--- config.mk ---
export PLATFORM = sky130hd
export DESIGN_NAME = uart_cmd_decoder
export DESIGN_NICKNAME = d
export VERILOG_FILES = /design/src/rtl/uart_cmd_decoder.sv
export SDC_FILE = /design/constraint.sdc
export NUM_CORES = 1
export LEC_CHECK = 0
export CAP_MARGIN = 0
export CORE_ASPECT_RATIO = 0.8
export CORE_MARGIN = 2
export CORE_UTILIZATION = 50
export DETAILED_ROUTE_END_ITERATION = 10
export GPL_TIMING_DRIVEN = 0
export PLACE_DENSITY = 0.88
export SLEW_MARGIN = 10
export SYNTH_ARGS = -nofsm -noshare
export SYNTH_HDL_FRONTEND = slang
export SYNTH_SLANG_ARGS = --single-unit
--- constraint.sdc ---
create_clock -name i_Clock -period 3.7 [get_ports i_Clock]
set_input_delay 0.74 -clock i_Clock [delete_from_list [all_inputs] [get_ports i_Clock]]
set_output_delay 0.74 -clock i_Clock [all_outputs]
set_load 0.01 [all_outputs]
--- src/rtl/uart_cmd_decoder.sv ---
// UART command decoder: opcode plus MSB-first operands become one command, valid 1 cycle after the last byte and held until i_Cmd_Ready.
// Bytes arriving while a command is held are dropped as overrun; define UART_CMD_TIMEOUT_EN to abort stalled operands.
module uart_cmd_decoder #(
  parameter int CLKS_PER_BIT = -1,
  parameter int TIMEOUT_BITS = 40
) (
  input  logic        i_Clock,
  input  logic        i_Rst_N,
  input  logic        i_Rx_DV,
  input  logic [7:0]  i_Rx_Byte,
  output logic        o_Cmd_Valid,
  input  logic        i_Cmd_Ready,
  output logic [7:0]  o_Cmd_Op,
  output logic [31:0] o_Cmd_Addr,
  output logic [31:0] o_Cmd_Data,
  output logic        o_Err,
  output logic [1:0]  o_Err_Code
);

  typedef enum logic [1:0] {
    S_IDLE  = 2'd0,
    S_ADDR  = 2'd1,
    S_DATA  = 2'd2,
    S_ISSUE = 2'd3
  } state_t;

  localparam logic [7:0] OP_READ  = 8'h01;
  localparam logic [7:0] OP_WRITE = 8'h02;

  localparam logic [1:0] ERR_BAD_OP  = 2'd1;
  localparam logic [1:0] ERR_TIMEOUT = 2'd2;
  localparam logic [1:0] ERR_OVERRUN = 2'd3;

  state_t      r_state;
  logic [1:0]  r_cnt;
  logic [7:0]  r_op;
  logic [31:0] r_addr;
  logic [31:0] r_data;
  logic        r_err;
  logic [1:0]  r_err_code;
  logic [1:0]  r_rst_sync;

  logic w_run;
  logic w_op_valid;
  logic w_timeout;

  // Reset assertion is immediate; release only takes effect after two clock edges.
  always_ff @(posedge i_Clock or negedge i_Rst_N) begin
    if (!i_Rst_N) begin
      r_rst_sync <= 2'b00;
    end else begin
      r_rst_sync <= {r_rst_sync[0], 1'b1};
    end
  end

  assign w_run      = r_rst_sync[1];
  assign w_op_valid = (i_Rx_Byte >= 8'h01) && (i_Rx_Byte <= 8'h05);

`ifdef UART_CMD_TIMEOUT_EN
  localparam int TO_LIMIT = TIMEOUT_BITS * CLKS_PER_BIT;
  localparam int TO_W     = $clog2(TO_LIMIT + 1);

  logic [TO_W-1:0] r_to_cnt;
  logic            w_collecting;

  assign w_collecting = (r_state == S_ADDR) || (r_state == S_DATA);
  assign w_timeout    = w_collecting && !i_Rx_DV && (r_to_cnt == TO_W'(TO_LIMIT - 1));

  always_ff @(posedge i_Clock or negedge i_Rst_N) begin
    if (!i_Rst_N) begin
      r_to_cnt <= '0;
    end else if (w_run) begin
      if (!w_collecting || i_Rx_DV || w_timeout) begin
        r_to_cnt <= '0;
      end else begin
        r_to_cnt <= r_to_cnt + TO_W'(1);
      end
    end
  end
`else
  assign w_timeout = 1'b0;
`endif

  always_ff @(posedge i_Clock or negedge i_Rst_N) begin
    if (!i_Rst_N) begin
      r_state    <= S_IDLE;
      r_cnt      <= 2'd0;
      r_op       <= 8'h00;
      r_addr     <= 32'h0;
      r_data     <= 32'h0;
      r_err      <= 1'b0;
      r_err_code <= 2'd0;
    end else if (w_run) begin
      r_err      <= 1'b0;
      r_err_code <= 2'd0;
      case (r_state)
        S_IDLE: begin
          if (i_Rx_DV) begin
            if (w_op_valid) begin
              r_op   <= i_Rx_Byte;
              r_addr <= 32'h0;
              r_data <= 32'h0;
              r_cnt  <= 2'd0;
              if ((i_Rx_Byte == OP_READ) || (i_Rx_Byte == OP_WRITE)) begin
                r_state <= S_ADDR;
              end else begin
                r_state <= S_ISSUE;
              end
            end else begin
              r_err      <= 1'b1;
              r_err_code <= ERR_BAD_OP;
            end
          end
        end

        S_ADDR: begin
          if (w_timeout) begin
            r_state    <= S_IDLE;
            r_cnt      <= 2'd0;
            r_err      <= 1'b1;
            r_err_code <= ERR_TIMEOUT;
          end else if (i_Rx_DV) begin
            r_addr <= {r_addr[23:0], i_Rx_Byte};
            r_cnt  <= r_cnt + 2'd1;
            if (r_cnt == 2'd3) begin
              r_state <= (r_op == OP_WRITE) ? S_DATA : S_ISSUE;
            end
          end
        end

        S_DATA: begin
          if (w_timeout) begin
            r_state    <= S_IDLE;
            r_cnt      <= 2'd0;
            r_err      <= 1'b1;
            r_err_code <= ERR_TIMEOUT;
          end else if (i_Rx_DV) begin
            r_data <= {r_data[23:0], i_Rx_Byte};
            r_cnt  <= r_cnt + 2'd1;
            if (r_cnt == 2'd3) begin
              r_state <= S_ISSUE;
            end
          end
        end

        S_ISSUE: begin
          // Command fields stay frozen here; any byte is lost, even on the accept cycle.
          if (i_Rx_DV) begin
            r_err      <= 1'b1;
            r_err_code <= ERR_OVERRUN;
          end
          if (i_Cmd_Ready) begin
            r_state <= S_IDLE;
            r_cnt   <= 2'd0;
          end
        end

        default: begin
          r_state <= S_IDLE;
          r_cnt   <= 2'd0;
        end
      endcase
    end
  end

  assign o_Cmd_Valid = (r_state == S_ISSUE);
  assign o_Cmd_Op    = r_op;
  assign o_Cmd_Addr  = r_addr;
  assign o_Cmd_Data  = r_data;
  assign o_Err       = r_err;
  assign o_Err_Code  = r_err_code;

endmodule
Yosys cells after proc, flatten, opt, wreduce, memory -nomap -nowiden

Cells that the tools add are included.

Logic and storage cells: 65
Latch bits: 0
Memories: 0
Flip-flop bits (word level): 81
Bits in read-only memories: 0
Input bits: 12
Memory bits (writable): 0

Reductions and logical operators: 11
Eq/ne operators: 15
Shifts and indexed selects: 0
Multipliers: 0
Bitwise gates (word level): 0
Add/sub/neg operators: 1
Order comparisons: 2
Multiplexer cells: 28
Div/mod/pow operators: 0

Operators by type and width:

| cell                  | number |
|---|---|
| $mux W32              | 4 |
| $pmux W32 S2          | 2 |
| $mux W2               | 12 |
| $eq A8 B2 Y1 const B  | 2 |
| $reduce_and A5 Y1     | 3 |
| $ne A2 B2 Y1 const B  | 6 |
| $pmux W2 S3           | 2 |
| $eq A8 B1 Y1 const B  | 1 |
| $ge A8 B1 Y1 const B  | 1 |
| $le A8 B3 Y1 const B  | 1 |
| $pmux W2 S4           | 1 |
| $reduce_and A8 Y1     | 1 |
| $eq A2 B2 Y1 const B  | 3 |
| $mux W1               | 6 |
| $ne A2 B1 Y1 const B  | 2 |
| $reduce_and A4 Y1     | 1 |
| $reduce_bool A2 Y1    | 2 |
| $pmux W1 S3           | 1 |
| $add A2 B1 Y2 const B | 1 |
| $eq A2 B1 Y1 const B  | 1 |
| $logic_not A2 Y1      | 1 |
| $reduce_or A2 Y1      | 1 |
| $logic_and A1 B1 Y1   | 1 |
| $logic_or A1 B1 Y1    | 1 |

Longest topological paths before layout

Gate-level depths: netlist of run 1.

Depth after elaboration: 6
Depth in mapped cells: 8
Mapped depth without buffers: 6

Least setup slack after synthesis of run 1

OpenSTA, ideal clock, no wires.

Path kind: input -> register
Start point: input port i_Rx_DV
End point: register r_op[0] (netlist: o_Cmd_Op[0])
Stages on the path: 4
Path buffers: 1
Data required time: 3575 ps
Path slack: 1710 ps
Data arrival time: 1865 ps
Cells stage by stage: buf_2 nand2_1 nor3_2 mux2_2

Word-level cells in the longest chain between the ends: 1

Ends and longest elaborated chain:

| element                     | RTL line | RTL |
|---|---|---|
| start, declared             | 9        | `input logic i_Rx_DV,` |
| $reduce_and A4 Y1 (no line) | -        |  |
| end signal, assigned        | 100      | `r_op <= i_Rx_Byte;` |
| end, declared               | 36       | `logic [7:0] r_op;` |

Every way passes these cells.
A chain may end at the register's enable or synchronous reset.

Worst setup path after layout of run 1

Start point: input port i_Rx_Byte[2]
End point: register r_addr[14] (netlist: o_Cmd_Addr[14])

Word-level cells in the longest chain between the ends: 4
Elaborated cells on any way between the ends: 5

Ends and longest elaborated chain:

| element                                      | RTL line | RTL |
|---|---|---|
| start, declared                              | 10       | `input logic [7:0] i_Rx_Byte,` |
| $ge A8 B1 Y1 or $le A8 B3 Y1 (tied branches) | 57       | `assign w_op_valid = (i_Rx_Byte >= 8'h01) && (i_Rx_Byte <= 8'h05);` |
| $logic_and A1 B1 Y1 (*)                      | 57       |  |
| $ne A2 B2 Y1 (no line) (*)                   | -        |  |
| $reduce_and A5 Y1 (no line) (*)              | -        |  |
| end signal, assigned                         | 123      | `r_addr <= {r_addr[23:0], i_Rx_Byte};` |
| end, declared                                | 37       | `logic [31:0] r_addr;` |

Every way passes the cells marked *; elsewhere a longest branch is shown, timed or not.

==> results of run 1 <==
-- cells in the final DEF, fill, tap and decap left out, types with 3 or more instances in the layout --
master           count
clkbuf_1             3
nor2b_1              9
nor2_1               5
ha_1                 6
clkbuf_8             9
inv_1               12
buf_4                4
a2bb2oi_1            5
o211ai_1             4
a22oi_1              4
dfrtp_1             80
buf_2                8
o21ai_0              6
nand2_1              9
and2_1               3
mux2_2               4
clkdlybuf4s50_1     85
o2bb2ai_1            6
a22o_1              54
-- path summary, 6_finish.rpt --
path	from	end	cells past startpoint
worst max-delay path	i_Rx_Byte[2]	o_Cmd_Addr[14]	6
worst min-delay path	i_Rst_N	o_Cmd_Data[29]	1
worst max register to register	r_state[0]	o_Cmd_Addr[6]	6
worst min register to register	r_rst_sync[0]	r_rst_sync[1]	0
max in group asynchronous	i_Rst_N	o_Cmd_Addr[24]	2
min in group i_Clock	r_rst_sync[0]	r_rst_sync[1]	0
-- area by class of cell --
| cell class | instances | area (um^2) |
|---|---|---|
| sequential | 80 | 2000 |
| fill | 476 | 1890 |
| multi-input combinational | 150 | 1230 |
| timing repair buffer | 87 | 886 |
| clock buffer | 10 | 128 |
| tap | 84 | 105 |
| buffer | 16 | 96.3 |
| clock inverter | 6 | 91.3 |
| inverter | 12 | 45.0 |
-- metal layers --
metal / share of wire / vias up
met3: 0.053 / 11
met2: 0.48 / 89
li1: - / 1183
met4: 0.012 / 0
met5: 0 / -
met1: 0.46 / 1311
-- power groups by stage --
stage	combinational, mW	sequential [mW]	clock (mW)
final	1.38	1.44	0.704
after global routing	1.49	1.48	0.752
after CTS	1.39	1.44	0.717
after detailed placement	1.38	1.45	0
after global placement	1.33	1.43	0
after floorplan	0.528	1.52	0
-- synth_stat cells, types with 3 or more instances --
library cell | n | area [um^2]
o211ai_1 | 4 | 30.0
ha_1 | 6 | 75.1
buf_2 | 8 | 40.0
and2_1 | 3 | 18.8
inv_1 | 12 | 45.0
nor2b_1 | 9 | 56.3
o21ai_0 | 6 | 30.0
nor2_1 | 5 | 18.8
a2bb2oi_1 | 5 | 43.8
nand2_1 | 9 | 33.8
o2bb2ai_1 | 6 | 52.6
a22oi_1 | 4 | 30.0
mux2_2 | 4 | 45.0
a22o_1 | 54 | 473
dfrtp_1 | 80 | 2000
buf_4 | 3 | 22.5
-- kinds of logic (layout without fill, tap and decap cells) --
| family | count (synthesis) | after routing | share of synthesized area |
|---|---|---|---|
| buffers and inverters | 28 | 131 | 0.0419 |
| AO/OA/AOI/OAI | 97 | 97 | 0.246 |
| multiplexers | 5 | 5 | 0.0163 |
| XOR/XNOR | 1 | 1 | 0.00259 |
| other | 1 | 1 | 0.00111 |
| flip-flops | 80 | 80 | 0.593 |
| adder cells (fa/ha/maj) | 6 | 6 | 0.0222 |
| AND/OR/NAND/NOR | 40 | 40 | 0.0778 |
-- critical path: cells and delay by family --
family,cells,cell delay (ps)
AND/OR/NAND/NOR,2,640
buffers and inverters,2,830
AO/OA/AOI/OAI,2,430
-- registers in the layout (all words and copies together) (netlist names) --
register and count:
o_Cmd_Addr 32, o_Err_Code 2, o_Cmd_Data 32, o_Cmd_Op 8
r_state 2, r_cnt 2, r_rst_sync 2
==> out/metrics.cfg, run 1 <==
[clock_tree]
clock_latency_ps = 360
post_cts_resized = 0
clkSinkCount = 80
cts_buffer_depth = 2
cts.clk_slew.worst_paths_ps = 90
root_buffer = clkbuf_8
cts_max_level = 3
tritoncts = yes
hold_buffers = 0
post-cts-setup-buffer-count = 0
numCtsBuffers = 9

[status]
status = complete, no violations

[die]
num_rows = 26
ioPinCount = 88
die_w_um = 95.9
initial_core_util = 0.522
dieArea_um2 = 7430
die_h_um = 77.5
core_um2 = 6470

[logic_synthesis]
ys_warn_count = 0
synth_cells = 258
synth_flop_cell = dfrtp_1
synth_area_um2 = 3380
yosysUniqueCellTypes = 48
synth_edf_count = 0
syn-num-nets = 276
ys_async_sr_fraction = 1.00
ys_seq_elements = 80
yosysSeqAreaShare = 0.593
avgSynthCellArea_um2 = 13.1

[global_routing]
track_usage = 0.226
use_met1 = 0.312
antenna_found_initial = 0
top_usage_layer = met2
met2_usage = 0.353
grt_pass1_wl_mm = 12.9
grt_pass1_vias = 2570
grt-ovfl-total = 0
grt_max_degree = 52
use_met3 = 0.0583

[routing]
first_pass_iters = 4
drt-total-wl_mm = 7.88
vias = 2594
routed_via_density = 5.83
drtIter0Drc = 116
drc = 0
ant_nets = 0
wire_per_inst_um = 17.7

[timing]
worst_hold_slack_ps = 308
fin_crit_sh = 0.636
setup_tns_ps = 0
grt_setup_unrepaired = no
final-setup-viol-count = 0
relSlewSlack = 0.617
finalWorstSetupSlack_ps = 1350
fmax_mhz = 425
report.final.slew_viol_count = 0
worstMarginPinSlew_ps = 572
finalHoldViolCount = 0
clock_skew_ps = 9.90
layout_min_cycle_time_ps = 2350

[power]
ir_drop_v = 0.000468
power.density_nw_per_um2 = 767
combPwrFrac = 0.391
leakage_nw = 2.06
power.net_switching_mw = 1.15
clock_power_share = 0.200
p_seq_frac = 0.409
intPower_mw = 2.37
power_switching_share = 0.327
total_power_mw = 3.52

[final_layout]
nNetsFinal = 374
diodes = 0
final_area_um2 = 4590
fin_cells = 445
area_growth_pct = 35.8
final_layout_size_suffix_gt1_frac = 0.119
post-route-util = 0.709

[critical_path]
cpMaxStageDelayCell = clkdlybuf4s50_1
cp_cell_sequence = clkdlybuf4s50_1 -> or3_4 -> and4_4 -> o21ai_4 -> buf_2 -> a22o_1
crit_type = input port to flip-flop
critPathArrivalTime_ps = 2640
startpoint_type = input port
worst-path-max-fanout = 10
cp_slowest_stage_delay_ps = 540
regToRegSetupSlack_ps = 1500
cp.required_ps = 3990
end_kind = flip-flop

[placement]
dp_cells = 429
preCtsSetupSlack_ps = 994
portBuffers = 86
dp_hpwl_mm = 5.62
gp_congestion = 0.837
placed_area_um2 = 4370

[worst_hold_path]
hp-class = input port to async pin

[job]
drv_cap = 0

No activity file was read; power rests on OpenSTA's default activity.
==> run 2: changes to the inputs <==
--- a/config.mk
+++ b/config.mk
@@ -8,10 +8,10 @@
 export CAP_MARGIN = 0
 export CORE_ASPECT_RATIO = 0.8
 export CORE_MARGIN = 2
-export CORE_UTILIZATION = 50
+export CORE_UTILIZATION = 48
 export DETAILED_ROUTE_END_ITERATION = 10
 export GPL_TIMING_DRIVEN = 0
-export PLACE_DENSITY = 0.88
+export PLACE_DENSITY = 0.85
 export SLEW_MARGIN = 10
 export SYNTH_ARGS = -nofsm -noshare
 export SYNTH_HDL_FRONTEND = slang
==> constraint.sdc (replaced) <==
create_clock -name i_Clock -period 2.2 [get_ports i_Clock]
set_input_delay 0.44 -clock i_Clock [delete_from_list [all_inputs] [get_ports i_Clock]]
set_output_delay 0.44 -clock i_Clock [all_outputs]
set_load 0.01 [all_outputs]
==> run 2 against run 1 <==
Against the previous run: final area down 0.33%; clock-buffer cell count up 1; highest routed layer unchanged; non-clock buffer count unchanged; final cell count up 0.67%; critical path depth unchanged; first-iteration DRC count up 5.2%; sequential share of layout area up 0.14 points; total power up 65%; register-to-register slack worse by 1300 ps; core utilization down 4.2 points; clock power up 51%.
==> out/metrics.cfg, run 2 (synthesis gave the netlist of run 1 again) <==
[critical_path]
crit_type = input port to flip-flop
end_kind = flip-flop
cp.required_ps = 2480
critPathArrivalTime_ps = 2380
timing.rr.end = o_Cmd_Addr[23]
cp_cell_sequence = clkdlybuf4s50_1 -> or3_4 -> and4_4 -> o21ai_4 -> buf_2 -> a22o_1
cp_slowest_stage_delay_ps = 580
regToRegSetupSlack_ps = 220
reg2reg_depth = 6
cpMaxStageDelayCell = clkdlybuf4s50_1
worst-path-max-fanout = 10
crit_end = o_Cmd_Addr[23]
startpoint_type = input port
crit_start = i_Rx_Byte[1]
r2r-start = r_state[0]

[global_routing]
track_usage = 0.209
grt_pass1_wl_mm = 12.8
grt_max_degree = 42
grt-ovfl-total = 0
antenna_found_initial = 0
grt_pass1_vias = 2493

[clock_tree]
cts_max_level = 3
cts.clk_slew.worst_paths_ps = 80
clkSinkCount = 80
numCtsBuffers = 9
clock_latency_ps = 340
root_buffer = clkbuf_8
hold_buffers = 0
tritoncts = yes
cts_buffer_depth = 2

[job]
drv_cap = 0

[timing]
fmax_mhz = 477
relSlewSlack = 0.648
finalHoldViolCount = 0
clock_skew_ps = 9.17
grt_setup_unrepaired = no
layout_min_cycle_time_ps = 2100
report.final.slew_viol_count = 0
fin_crit_sh = 0.953
worstMarginPinSlew_ps = 526
setup_tns_ps = 0
final-setup-viol-count = 0

[power]
leakage_nw = 2.06
ir_drop_v = 0.000498
power.density_nw_per_um2 = 1270

[die]
die_h_um = 79.0
num_rows = 27
dieArea_um2 = 7730
initial_core_util = 0.493
die_w_um = 97.8
ioPinCount = 88
core_um2 = 6860

[status]
status = complete, no violations

[final_layout]
diodes = 0
final_area_um2 = 4570
nNetsFinal = 374
layout_commonest_cell = clkdlybuf4s50_1
final_cell_mix = clkdlybuf4s50_1 (85), dfrtp_1 (80), a22o_1 (54)
final_layout_size_suffix_gt1_frac = 0.130
area_growth_pct = 35.4

[worst_hold_path]
hp-class = input port to async pin

[routing]
routed_via_density = 5.74
vias = 2573
ant_nets = 0
drtIter0Drc = 122
first_pass_iters = 4
drc = 0
wire_per_inst_um = 17.2
drt-total-wl_mm = 7.72

[placement]
portBuffers = 86
gp_congestion = 0.824
placed_area_um2 = 4370
dp_hpwl_mm = 5.54

## run 2: cell types whose count changed in the layout (fill, tap and decap cells not counted), moves of 2 or more
cell / before / now
clkinv_4: 2 / 0
clkbuf_2: 0 / 2
clkbuf_1: 3 / 1
clkinv_2: 1 / 3
## run 2: metal layers
layer	wire, um	track usage	part of all wire	vias up
li1	-	-	-	1173
met1	3710	0.300	0.48	1320
met2	3560	0.313	0.46	72
met3	390	0.0607	0.051	8
met4	64	0.0597	0.0083	0
met5	0	0	0	-
## run 2: critical path: cells and delay by family
family                 cells  cell delay [ps]
and+or+nand+nor            2              640
AOI/OAI and AO/OA          2              400
buffers and inverters      2              870
## run 2: cell type report
cell class	instances	area, um^2
clock inverters	5	53.8
plain buffers	15	95.1
multi-input cells	150	1240
flip-flops and latches	80	2000
inverters	12	45.0
well taps	87	109
repair buffers	88	886
fillers	533	2280
clock buffers	11	141
## run 2: stage by stage
step	cells	util	hold WS [ps]	setup WS, ps	power [mW]
global route	448	0.667	101	31.6	6.14
floorplan	258	-	144	394	3.45
CTS	448	0.665	74.0	14.4	5.82
detailed placement	432	0.637	340	-215	4.76
finish	448	0.667	68.1	103	5.80
global placement	431	0.634	332	-1970	4.67
## run 2: where the power goes
part / internal (mW) / switching (mW) / total [mW]
clock network: 0.554 / 0.503 / 1.06
logic: 1.38 / 0.946 / 2.32
registers: 1.97 / 0.448 / 2.42
## run 2: worst min-delay path by stage
| stage | to | slack, ps | cells past startpoint |
|---|---|---|---|
| 2_1_floorplan | o_Cmd_Addr[0] | 140 | 0 |
| 3_3_place_gp | r_rst_sync[1] | 330 | 0 |
| 3_5_place_dp | r_rst_sync[1] | 340 | 0 |
| 4_1_cts | o_Cmd_Data[24] | 70 | 1 |
| 5_1_grt | o_Cmd_Data[16] | 100 | 1 |
| 6_report | o_Cmd_Data[16] | 70 | 1 |
## run 2: what timing repair did
item                                    4_1_cts  5_1_grt
buffers inserted                              0        1
hold endpoints to repair                      0        0
resized for setup                             0        4
endpoints found under the setup margin        0       49
==> run 3: changes to the inputs <==
--- a/config.mk
+++ b/config.mk
@@ -8,10 +8,10 @@
 export CAP_MARGIN = 0
 export CORE_ASPECT_RATIO = 0.8
 export CORE_MARGIN = 2
-export CORE_UTILIZATION = 48
+export CORE_UTILIZATION = 44
 export DETAILED_ROUTE_END_ITERATION = 10
 export GPL_TIMING_DRIVEN = 0
-export PLACE_DENSITY = 0.85
+export PLACE_DENSITY = 0.82
 export SLEW_MARGIN = 10
 export SYNTH_ARGS = -nofsm -noshare
 export SYNTH_HDL_FRONTEND = slang
==> constraint.sdc (replaced) <==
create_clock -name i_Clock -period 1.8 [get_ports i_Clock]
set_input_delay 0.36 -clock i_Clock [delete_from_list [all_inputs] [get_ports i_Clock]]
set_output_delay 0.36 -clock i_Clock [all_outputs]
set_load 0.01 [all_outputs]
==> run 3 against run 2 <==
Against the previous run: core utilization decreased by 0.83 points; final area increased by 6.9%; clock power increased by 35%; critical path type is now flip-flop to output pin; critical endpoint is now o_Cmd_Valid; largest cell class unchanged; highest routed layer unchanged.
==> out/metrics.cfg, run 3 (synthesis gave the netlist of run 1 again) <==
[die]
ioPinCount = 88
num_rows = 28
die_h_um = 82.4
core_um2 = 7430
die_w_um = 102
dieArea_um2 = 8400
initial_core_util = 0.455

[timing]
finalHoldViolCount = 0
layout_min_cycle_time_ps = 1760
fmax_mhz = 570
worst_hold_slack_ps = 353
final-setup-viol-count = 0
fin_crit_sh = 0.975
report.final.slew_viol_count = 0
clock_skew_ps = 8.55

[final_layout]
final_layout_size_suffix_gt1_frac = 0.214
final_cell_mix = dfrtp_1 (80), clkdlybuf4s50_1 (78), a22o_1 (54)
final_area_um2 = 4890
nNetsFinal = 387
fin_cells = 478
post-route-util = 0.659
diodes = 0
area_growth_pct = 44.8
layout_commonest_cell = dfrtp_1

[clock_tree]
clkSinkCount = 80
numCtsBuffers = 9
cts.clk_slew.worst_paths_ps = 80
clock_latency_ps = 350
root_buffer = clkbuf_8
cts_max_level = 3
tritoncts = yes
cts_buffer_depth = 2

[critical_path]
reg2reg_depth = 7
critPathArrivalTime_ps = 1400
cp_slowest_stage_delay_ps = 430
cp_cell_sequence = buf_4 -> ha_4 -> dlygate4sd2_1
startpoint_type = flip-flop
cpMaxStageDelayCell = dfrtp_1
timing.rr.end = o_Cmd_Addr[25]
cp_num_cells = 3
critPathTopFamily = buffers and inverters
cp.required_ps = 1440
end_kind = output pin
regToRegSetupSlack_ps = 50
critPathBufInv = 2
crit_type = flip-flop to output pin
r2r-start = r_state[0]
worst-path-max-fanout = 4
crit_start = r_state[0]
crit_end = o_Cmd_Valid

[global_routing]
antenna_found_initial = 0
track_usage = 0.200
grt_pass1_wl_mm = 13.0
grt_max_degree = 54
grt_pass1_vias = 2545
grt-ovfl-total = 0

[placement]
placed_area_um2 = 4400
dp_hpwl_mm = 5.59
portBuffers = 86
gp_congestion = 0.870
dp_cells = 450

[routing]
drt-total-wl_mm = 8.15
ant_nets = 0
drtIter0Drc = 254
first_pass_iters = 4
drc = 0
wire_per_inst_um = 17.0
routed_via_density = 5.58
vias = 2666

[status]
status = complete, no violations

[power]
leakage_nw = 2.21
total_power_mw = 7.53
ir_drop_v = 0.000546
power.density_nw_per_um2 = 1540

[job]
drv_cap = 0

[worst_hold_path]
hp-class = flip-flop to flip-flop

## run 3: cell count changes in the layout (fill, tap and decap cells not counted), sizes merged
cell | before | now
buf | 16 | 29
clkdlybuf4s50 | 85 | 78
dlygate4sd2 | 0 | 4
dlymetal6s2s | 0 | 3
clkbuf | 13 | 11
bufinv | 1 | 2
clkinv | 3 | 2
dlygate4sd3 | 0 | 1
## run 3: report_power, final
group	leakage, nW	internal (mW)	switching, mW
Clock	0.113	0.811	0.614
Sequential	1.02	2.41	0.547
Combinational	1.08	1.85	1.30
## run 3: cell type report
cell class,count,area (um^2)
tap,105,131
timing repair buffer,101,996
multi-input combinational,150,1390
buffer,15,108
clock buffer,10,138
inverter,12,50.0
sequential,80,2000
clock inverter,5,78.8
fill,573,2540
## run 3: per-layer routing
layer | track usage | share of wire | up-vias
met2 | 0.316 | 0.48 | 99
met1 | 0.279 | 0.46 | 1365
met3 | 0.0513 | 0.064 | 4
met5 | 0 | 0 | -
li1 | - | - | 1198
met4 | 0.0507 | 0.0039 | 0
## run 3: how the worst min path moves through the flow
stage / to / from / depth (start not counted)
floorplan: o_Cmd_Addr[0] / i_Rst_N / 0
global placement: r_rst_sync[1] / r_rst_sync[0] / 0
detailed placement: o_Cmd_Data[28] / i_Rst_N / 1
CTS: r_rst_sync[1] / r_rst_sync[0] / 0
global route: r_rst_sync[1] / r_rst_sync[0] / 0
finish: r_rst_sync[1] / r_rst_sync[0] / 0
## run 3: repair_timing
item                                    in CTS  in global routing
endpoints found under the setup margin      72                 74
setup buffers                               10                  3
resized for setup                           22                 26
pin swaps                                    6                  3
endpoints found under the hold margin       27                  0
hold buffers                                 1                  0
## run 3: metrics by stage
stage / setup WS [ps] / TNS [ps]
final: 44.6 / 0
after detailed placement: -551 / -32090
after floorplan: 17.2 / 0
after global placement: -2350 / -218490
after global routing: -26.8 / -88.3
after CTS: 0.380 / 0
## run 3: worst register-to-register path, delay by kind of cell (launching register included)
kind	cells	cell delay, ps
buffers and inverters	2	310
flip-flops	1	430
AO/OA/AOI/OAI	2	270
AND/OR/NAND/NOR	2	460
adder cells (fa/ha/maj)	1	170
